[config.mk]
export PLATFORM = sky130hd
export DESIGN_NAME = ahblite_slave_mux
export DESIGN_NICKNAME = d
export VERILOG_FILES = /design/src/rtl/ahblite_slave_mux_pkg.sv /design/src/rtl/ahblite_slave_mux_default_slave.sv /design/src/rtl/ahblite_slave_mux.sv
export SDC_FILE = /design/constraint.sdc
export NUM_CORES = 1
export LEC_CHECK = 0
export BUFFER_PORTS_ARGS = -buffer_cell sky130_fd_sc_hd__buf_2
export CORE_AREA = 2 2 68 70
export DETAILED_ROUTE_END_ITERATION = 10
export DIE_AREA = 0 0 70 72
export GPL_TIMING_DRIVEN = 1
export HOLD_SLACK_MARGIN = 0.15
export PLACE_DENSITY_LB_ADDON = 0.15
export SYNTH_ARGS = -nofsm -noshare
export SYNTH_HDL_FRONTEND = slang
export SYNTH_SLANG_ARGS = --single-unit
[constraint.sdc]
create_clock -name HCLK -period 2.4 [get_ports HCLK]
set_input_delay 0.48 -clock HCLK [delete_from_list [all_inputs] [get_ports HCLK]]
set_output_delay 0.48 -clock HCLK [all_outputs]
set_load 0.02 [all_outputs]
[src/rtl/ahblite_slave_mux_pkg.sv]
// Shared encodings for the AHB-Lite slave multiplexer: transfer types,
// response codes, port count and data-phase select indices.
package ahblite_slave_mux_pkg;

    localparam logic [1:0] HTRANS_IDLE   = 2'd0;
    localparam logic [1:0] HTRANS_BUSY   = 2'd1;
    localparam logic [1:0] HTRANS_NONSEQ = 2'd2;
    localparam logic [1:0] HTRANS_SEQ    = 2'd3;

    localparam logic HRESP_OKAY  = 1'b0;
    localparam logic HRESP_ERROR = 1'b1;

    localparam int unsigned NUM_PORTS = 4;

    localparam int unsigned SEL_P0   = 0;
    localparam int unsigned SEL_P1   = 1;
    localparam int unsigned SEL_P2   = 2;
    localparam int unsigned SEL_P3   = 3;
    localparam int unsigned SEL_DEF  = 4;
    localparam int unsigned SEL_NONE = 5;
    localparam int unsigned SEL_W    = 6;

    typedef logic [SEL_W-1:0] sel_t;

    localparam sel_t SEL_NONE_OH = sel_t'(1) << SEL_NONE;

    typedef enum logic [1:0] {
        DS_IDLE,
        DS_ERR1,
        DS_ERR2
    } ds_state_e;

    function automatic logic htrans_active(input logic [1:0] htrans);
        logic act;
        case (htrans)
            HTRANS_IDLE, HTRANS_BUSY:  act = 1'b0;
            HTRANS_NONSEQ, HTRANS_SEQ: act = 1'b1;
            default:                   act = 1'b0;
        endcase
        return act;
    endfunction

endpackage

[src/rtl/ahblite_slave_mux_default_slave.sv]
// Default slave: answers unmapped accesses with the two-cycle AHB ERROR
// response (wait+ERROR, then ready+ERROR).
module ahblite_default_slave
    import ahblite_slave_mux_pkg::*;
(
    input  logic HCLK,
    input  logic HRESET,
    input  logic def_load_i,
    output logic hreadyout_o,
    output logic hresp_o
);

    ds_state_e state_q, state_d;

    always_ff @(posedge HCLK or posedge HRESET) begin
        if (HRESET) begin
            state_q <= DS_IDLE;
        end else begin
            state_q <= state_d;
        end
    end

    // ERR2 may chain straight into ERR1 for back-to-back unmapped transfers.
    always_comb begin
        state_d = state_q;
        case (state_q)
            DS_IDLE: if (def_load_i) state_d = DS_ERR1;
            DS_ERR1: state_d = DS_ERR2;
            DS_ERR2: state_d = def_load_i ? DS_ERR1 : DS_IDLE;
            default: state_d = DS_IDLE;
        endcase
    end

    always_comb begin
        hreadyout_o = 1'b1;
        hresp_o     = HRESP_OKAY;
        case (state_q)
            DS_ERR1: begin
                hreadyout_o = 1'b0;
                hresp_o     = HRESP_ERROR;
            end
            DS_ERR2: begin
                hreadyout_o = 1'b1;
                hresp_o     = HRESP_ERROR;
            end
            default: ;
        endcase
    end

endmodule

[src/rtl/ahblite_slave_mux.sv]
// AHB-Lite slave multiplexer: registers the address-phase port choice into a
// one-hot data-phase select and muxes ready/response/read data back.
module ahblite_slave_mux
    import ahblite_slave_mux_pkg::*;
#(
    parameter bit Port0_en = 1'b1,
    parameter bit Port1_en = 1'b0,
    parameter bit Port2_en = 1'b0,
    parameter bit Port3_en = 1'b0
) (
    input  logic        HCLK,
    input  logic        HRESET,
    input  logic        HREADY,
    input  logic [1:0]  HTRANS,
    input  logic        P0_HSEL,
    input  logic        P1_HSEL,
    input  logic        P2_HSEL,
    input  logic        P3_HSEL,
    input  logic        P0_HREADYOUT,
    input  logic        P1_HREADYOUT,
    input  logic        P2_HREADYOUT,
    input  logic        P3_HREADYOUT,
    input  logic        P0_HRESP,
    input  logic        P1_HRESP,
    input  logic        P2_HRESP,
    input  logic        P3_HRESP,
    input  logic [31:0] P0_HRDATA,
    input  logic [31:0] P1_HRDATA,
    input  logic [31:0] P2_HRDATA,
    input  logic [31:0] P3_HRDATA,
    output logic        HREADYOUT,
    output logic        HRESP,
    output logic [31:0] HRDATA
);

    logic [NUM_PORTS-1:0] hsel_eff;
    sel_t                 sel_load;
    sel_t                 sel_d;
    sel_t                 sel_q;
    logic                 def_load;
    logic                 def_hreadyout;
    logic                 def_hresp;

    assign hsel_eff = {P3_HSEL & Port3_en, P2_HSEL & Port2_en,
                       P1_HSEL & Port1_en, P0_HSEL & Port0_en};

    always_comb begin
        sel_load = '0;
        if (hsel_eff[0])                sel_load[SEL_P0]   = 1'b1;
        else if (hsel_eff[1])           sel_load[SEL_P1]   = 1'b1;
        else if (hsel_eff[2])           sel_load[SEL_P2]   = 1'b1;
        else if (hsel_eff[3])           sel_load[SEL_P3]   = 1'b1;
        else if (htrans_active(HTRANS)) sel_load[SEL_DEF]  = 1'b1;
        else                            sel_load[SEL_NONE] = 1'b1;
    end

    // A stalled data phase (HREADY low) keeps its owner whatever HSEL does.
    assign sel_d    = HREADY ? sel_load : sel_q;
    assign def_load = HREADY & sel_load[SEL_DEF];

    always_ff @(posedge HCLK or posedge HRESET) begin
        if (HRESET) begin
            sel_q <= SEL_NONE_OH;
        end else begin
            sel_q <= sel_d;
        end
    end

    ahblite_default_slave u_default_slave (
        .HCLK        (HCLK),
        .HRESET      (HRESET),
        .def_load_i  (def_load),
        .hreadyout_o (def_hreadyout),
        .hresp_o     (def_hresp)
    );

    always_comb begin
        HREADYOUT = 1'b1;
        HRESP     = HRESP_OKAY;
        HRDATA    = '0;
        if (sel_q[SEL_P0]) begin
            HREADYOUT = P0_HREADYOUT;
            HRESP     = P0_HRESP;
            HRDATA    = P0_HRDATA;
        end else if (sel_q[SEL_P1]) begin
            HREADYOUT = P1_HREADYOUT;
            HRESP     = P1_HRESP;
            HRDATA    = P1_HRDATA;
        end else if (sel_q[SEL_P2]) begin
            HREADYOUT = P2_HREADYOUT;
            HRESP     = P2_HRESP;
            HRDATA    = P2_HRDATA;
        end else if (sel_q[SEL_P3]) begin
            HREADYOUT = P3_HREADYOUT;
            HRESP     = P3_HRESP;
            HRDATA    = P3_HRDATA;
        end else if (sel_q[SEL_DEF]) begin
            HREADYOUT = def_hreadyout;
            HRESP     = def_hresp;
        end
    end

endmodule

# Word level (Yosys, flattened, before mapping)
# Cells that the tools add are included.
# word_totals
register_bits	7
wordCells	38
output_inout_bits	34
input_bits	145
# classes
n_bitwise	1
mux	24
n_reduce_logical	5
eq_ne	6
# op_table
operator	n
$mux 32	4
$mux 1	16
$eq 2x2->1 const B	3
$pmux 2 s3	1
$reduce_or 2->1	3
$eq 2x1->1 const B	2
$logic_not 2->1	2
$mux 4	1
$mux 2	1
$ne 2x1->1 const B	1
$pmux 1 s2	1
$and 1x1->1	1

# Depth between registers and ports, before layout
# depth
word_depth	9
mapped_depth	5
depth_no_buf	5

# By module
# A second synthesis with hierarchy kept.
# unflattened
hier_cells	65
hier_area_um2	521.8
# modules_own_cells
mod	seq_area_each_um2	instances	cells_per_inst	area_per_inst_um2
ahblite_slave_mux	50.0	1	48	354.1
ahblite_default_slave	50.0	1	17	167.7

# Worst setup path before layout
# No wires, ideal clock.
# synth_path
kind	register -> output
startpoint	register u_default_slave.state_q[0]
endpoint	output HRESP
n_path_buf	0
required_time_ns	1.920
path_stages_with_launch	4
setup_slack_ns	0.923
t_arrival_ns	0.997
cell_sequence	dfrtp_1 inv_1 ha_1 a22o_1
# synth_between
elab_chain_len	8
word_cells_on_any_way	9
cone_classes	eq/ne: 2; mux: 6; reduce/logical: 1
# synth_lines
item	line_no	text
start, declared	ahblite_slave_mux_default_slave.sv:13	ds_state_e state_q, state_d;
start signal, assigned	ahblite_slave_mux_default_slave.sv:19	state_q <= state_d;
$eq 2x1->1 or $eq 2x2->1 (tied branches)	ahblite_slave_mux_default_slave.sv:37	case (state_q)
$reduce_or 2->1 (no source line) (*)	n/a	
$mux 1 (*)	ahblite_slave_mux_default_slave.sv:37	
$mux 1 (*)	ahblite_slave_mux.sv:97	end else if (sel_q[SEL_DEF]) begin
$mux 1 (*)	ahblite_slave_mux.sv:93	end else if (sel_q[SEL_P3]) begin
$mux 1 (*)	ahblite_slave_mux.sv:89	end else if (sel_q[SEL_P2]) begin
$mux 1 (*)	ahblite_slave_mux.sv:85	end else if (sel_q[SEL_P1]) begin
$mux 1 (*)	ahblite_slave_mux.sv:81	if (sel_q[SEL_P0]) begin
end, declared	ahblite_slave_mux.sv:32	output logic HRESP,
# Every way passes the cells marked *; elsewhere a longest branch is shown, timed or not.

# Worst setup path in the final report
# layout_path
startpoint	register sel_q[0]
endpoint	output HRESP
# layout_between
elab_chain_len	1
# layout_lines
item	line_no	text
start, declared	ahblite_slave_mux.sv:39	sel_t sel_q;
start signal, assigned	ahblite_slave_mux.sv:65	sel_q <= sel_d;
$mux 1	ahblite_slave_mux.sv:81	
# No other way between the ends.

==> tab_implementation.tex <==
\begin{tabular}{lr}
\hline
Metric & Value \\
\hline
\multicolumn{2}{l}{\textbf{STA}} \\
\quad Minimum period implied by the final worst setup slack & 2.05 ns \\
\quad Setup repair after global routing missed its margin & false \\
\quad \# setup viols final & 0 \\
\quad Fin. Hold Viols & 0 \\
\quad Period utilisation layout & 85.2\% \\
\quad Setup TNS after final layout & 0 ns \\
\quad Worst hold slack & 0.527 ns \\
\quad Slew at the pin closest to its max-slew limit & 0.775 ns \\
\quad Headroom to the max-slew limit & 48.4\% \\
\quad Pins over their slew limit & 0 \\
\quad Final Skew & 0.0000204 ns \\
\quad Highest achievable clock rate & 0.489 GHz \\
\multicolumn{2}{l}{\textbf{Global route}} \\
\quad Initial antenna violation count & 0 \\
\quad Number of global-route vias before repair & 646 \\
\quad Aggregate global routing overflow & 0 \\
\quad Largest net degree at the start of global routing & 37 \\
\quad Wire length of the first global-routing pass & 2630 µm \\
\quad Aggregate global-route resource usage & 6.34\% \\
\multicolumn{2}{l}{\textbf{Power and ir drop}} \\
\quad Highest ir drop seen on vdd & 533 µV \\
\quad Ratio of total power to cell area & 565 mW/mm² \\
\quad Leak Pwr & 0.579 nW \\
\quad Final Power & 0.000544 W \\
\multicolumn{2}{l}{\textbf{Synth}} \\
\quad Most numerous cell in the Yosys netlist & and2\_1 \\
\quad Share of the yosys chip area belonging to registers & 20.0\% \\
\quad Register bit count reported by yosys & 4 \\
\quad Number of enable-type register cells in the synthesized netlist & 0 \\
\quad Synth unique cells & 16 \\
\quad Area leader, netlist & and2\_1 \\
\quad Mapped Nets & 211 \\
\quad Biggest area contributors in the synthesized netlist & and2\_1 (40\%), dfrtp\_1 (20\%), ha\_1 (13\%) \\
\quad Commonest register cell after synthesis & dfrtp\_1 \\
\quad Synth top area share & 40.0\% \\
\quad Post-synthesis async set-or-reset flop share & 100\% \\
\quad Summed instance area of the synthesized netlist & 500 µm² \\
\quad Number of cells produced by synthesis & 61 \\
\quad Average cell area after synthesis & 8.20 µm² \\
\quad YS warnings & 0 \\
\quad Top cell types by occurrence after synthesis & and2\_1 (32), inv\_1 (6), ha\_1 (5), dfrtp\_1 (4), clkbuf\_2 (3) \\
\multicolumn{2}{l}{\textbf{Worst setup path}} \\
\quad Arrival time worst endpoint & 1.57 ns \\
\quad Maximum fanout along the worst path & 36 \\
\quad Category of the critical setup timing path & reg2out \\
\quad Worst r2r src & u\_default\_slave.state\_q[0]\$\_DFFE\_PP0P\_ \\
\quad Buffering stage count on the worst path with inverters included & 1 \\
\quad CP max-delay cell & dfrtp\_1 \\
\quad Cell count along the critical path & 3 \\
\quad CP endpoint kind & output pin \\
\quad Category of the worst setup path launch point & flop \\
\quad Data required time at the worst endpoint & 1.92 ns \\
\quad Critical register-to-register path endpoint & u\_default\_slave.state\_q[1]\$\_DFFE\_PP0P\_ \\
\quad Cell Chain, Critical Path & nor2\_1, a22o\_1, buf\_2 \\
\quad Cell family contributing the most delay on the critical path & flip-flops \\
\quad Delay contributed by the slowest stage of the critical path & 0.83 ns \\
\quad CP Launch Point & sel\_q[0]\$\_DFFE\_PP0P\_ \\
\quad Worst reg-to-reg setup slack & 1.19 ns \\
\quad Count of cells along the worst register-to-register path & 4 \\
\multicolumn{2}{l}{\textbf{CTS}} \\
\quad TritonCTS clock tree & yes \\
\quad Worst-case clock buffer depth & 2 \\
\quad Clock input transition at the sequential cells of the worst setup and hold paths & 0.03 ns \\
\quad H-tree Lvls & 1 \\
\quad Clock insertion delay at the later pin of the skew report & 0.21 ns \\
\quad Buffer cell driving the clock tree root & clkbuf\_8 \\
\quad Total CTS buffers & 3 \\
\quad Post-CTS Setup Repair Bufs & 0 \\
\quad CTS-repair resized insts & 0 \\
\quad Hold buffer count at cts & 1 \\
\quad CTS Sinks & 4 \\
\multicolumn{2}{l}{\textbf{Min path}} \\
\quad Hold Path Stages & 2 \\
\quad WHS Endpoint & sel\_q[0]\$\_DFFE\_PP0P\_ \\
\quad HP Start & P0\_HSEL \\
\quad Hold Path Class & in2reg \\
\multicolumn{2}{l}{\textbf{Route}} \\
\quad Antenna viol nets, final & 0 \\
\quad Routed len/inst & 8.89 µm \\
\quad Vias after detailed routing & 648 \\
\quad Vias per cell & 3.48 \\
\quad Drt first-iter violations & 4 \\
\quad Remaining DRCs & 0 \\
\quad DRT Wirelength & 1650 µm \\
\quad Length of the first detailed-routing pass in iterations & 2 \\
\multicolumn{2}{l}{\textbf{Die}} \\
\quad Site row count & 24 \\
\quad Width of the die & 70 µm \\
\quad Die area & 0.00504 mm² \\
\quad Ports placed on the boundary & 179 \\
\quad Initial cell density of the core & 11.7\% \\
\quad Chip height & 72 µm \\
\quad Total core area & 0.00426 mm² \\
\multicolumn{2}{l}{\textbf{Finish}} \\
\quad Antenna cells & 0 \\
\quad Fraction of layout instances using a drive strength above 1 & 59.0\% \\
\quad Final Net Count & 286 \\
\quad Number of filler cells placed in the layout & 504 \\
\quad Number of non-filler instances in the completed layout & 186 \\
\quad Growth of design area from synthesis to finish & 92.3\% \\
\multicolumn{2}{l}{\textbf{Placement}} \\
\quad Number of instances in the placed design & 182 \\
\quad Count of buffers inserted at the top-level ports & 72 \\
\quad Final GP Congestion & 0.735 \\
\quad Detail Placement HPWL & 1470 µm \\
\multicolumn{2}{l}{\textbf{Run status}} \\
\quad Outcome & finished clean \\
\multicolumn{2}{l}{\textbf{Job}} \\
\quad Max capacitance violation total & 0 \\
\hline
\end{tabular}
==> how the worst max path moves through the flow <==
stage,slack [ns],to
after floorplan,0.92,HRESP
after detailed placement,0.54,HREADYOUT
after global routing,0.17,HREADYOUT
final,0.35,HRESP
after CTS,0.31,HREADYOUT
after global placement,0.61,HRESP
==> final cells by class <==
type / instances / area, µm² / share of cell area, %
Sequential cell: 4 / 100 / 10.4
Clock buffer: 3 / 41.3 / 4.29
Tap cell: 52 / 65.1 / 6.76
Timing Repair Buffer: 73 / 370 / 38.5
Multi-Input combinational cell: 48 / 363 / 37.7
Inverter: 6 / 22.5 / 2.34
==> layout by cell type (no fill, tap or decap) <==
| cell | netlist | final |
|---|---|---|
| inv_1 | 6 | 6 |
| mux2_2 | 1 | 1 |
| ha_1 | 5 | 5 |
| buf_2 | 0 | 72 |
| nand2_1 | 1 | 1 |
| clkbuf_8 | 0 | 3 |
| dfrtp_1 | 4 | 4 |
| a211oi_2 | 1 | 1 |
| and2_1 | 32 | 32 |
| dlygate4sd3_1 | 0 | 1 |
| a31o_1 | 1 | 1 |
| a22o_1 | 1 | 1 |
| a21oi_1 | 1 | 1 |
| mux2_4 | 1 | 1 |
| nor2b_1 | 1 | 1 |
| nor2_1 | 1 | 1 |
| nand3b_4 | 1 | 1 |
| o21ai_0 | 1 | 1 |
==> state kept, by name, summed over array words and instances, names as in the netlist <==
name,cells
sel_q,2
u_default_slave.state_q,2
==> worst register-to-register path, delay by kind of cell, from the launching register on <==
family	cells	cell delay, ns
and+or+nand+nor	1	0.08
DFF	1	0.40
muxes	1	0.29
buffers and inverters	1	0.08
adders and majority gates	1	0.23
==> where the power goes <==
group	internal, W	switching [W]
registers	0.0000877	0.0000325
logic	0.000135	0.000153
clock network	0.000106	0.0000292
==> layer usage <==
layer	GRT usage, %	share of wire (%)	up-vias
met5	0	0	-
met4	1.28	0	0
met3	2.64	12	0
met2	12.7	52	45
met1	6.05	36	269
li1	-	-	334
==> metrics by stage <==
step / util, % / setup slack [ns] / instance area, µm²
2_1_floorplan: - / 0.923 / 500
3_3_place_gp: 21.4 / 0.609 / 911
3_5_place_dp: 21.4 / 0.542 / 911
4_1_cts: 22.6 / 0.307 / 962
5_1_grt: 22.6 / 0.170 / 962
6_report: 22.6 / 0.354 / 962
==> cell families (layout without fill, tap and decap cells) <==
group	count (synthesis)	count (layout)	synth area share, %
AOI/OAI and AO/OA	5	5	8.00
adders and majority gates	5	5	12.5
buffers and inverters	9	82	7.50
DFF	4	4	20.0
muxes	2	2	5.25
and+or+nand+nor	36	36	46.7
No activity file was read; power rests on OpenSTA's default activity.
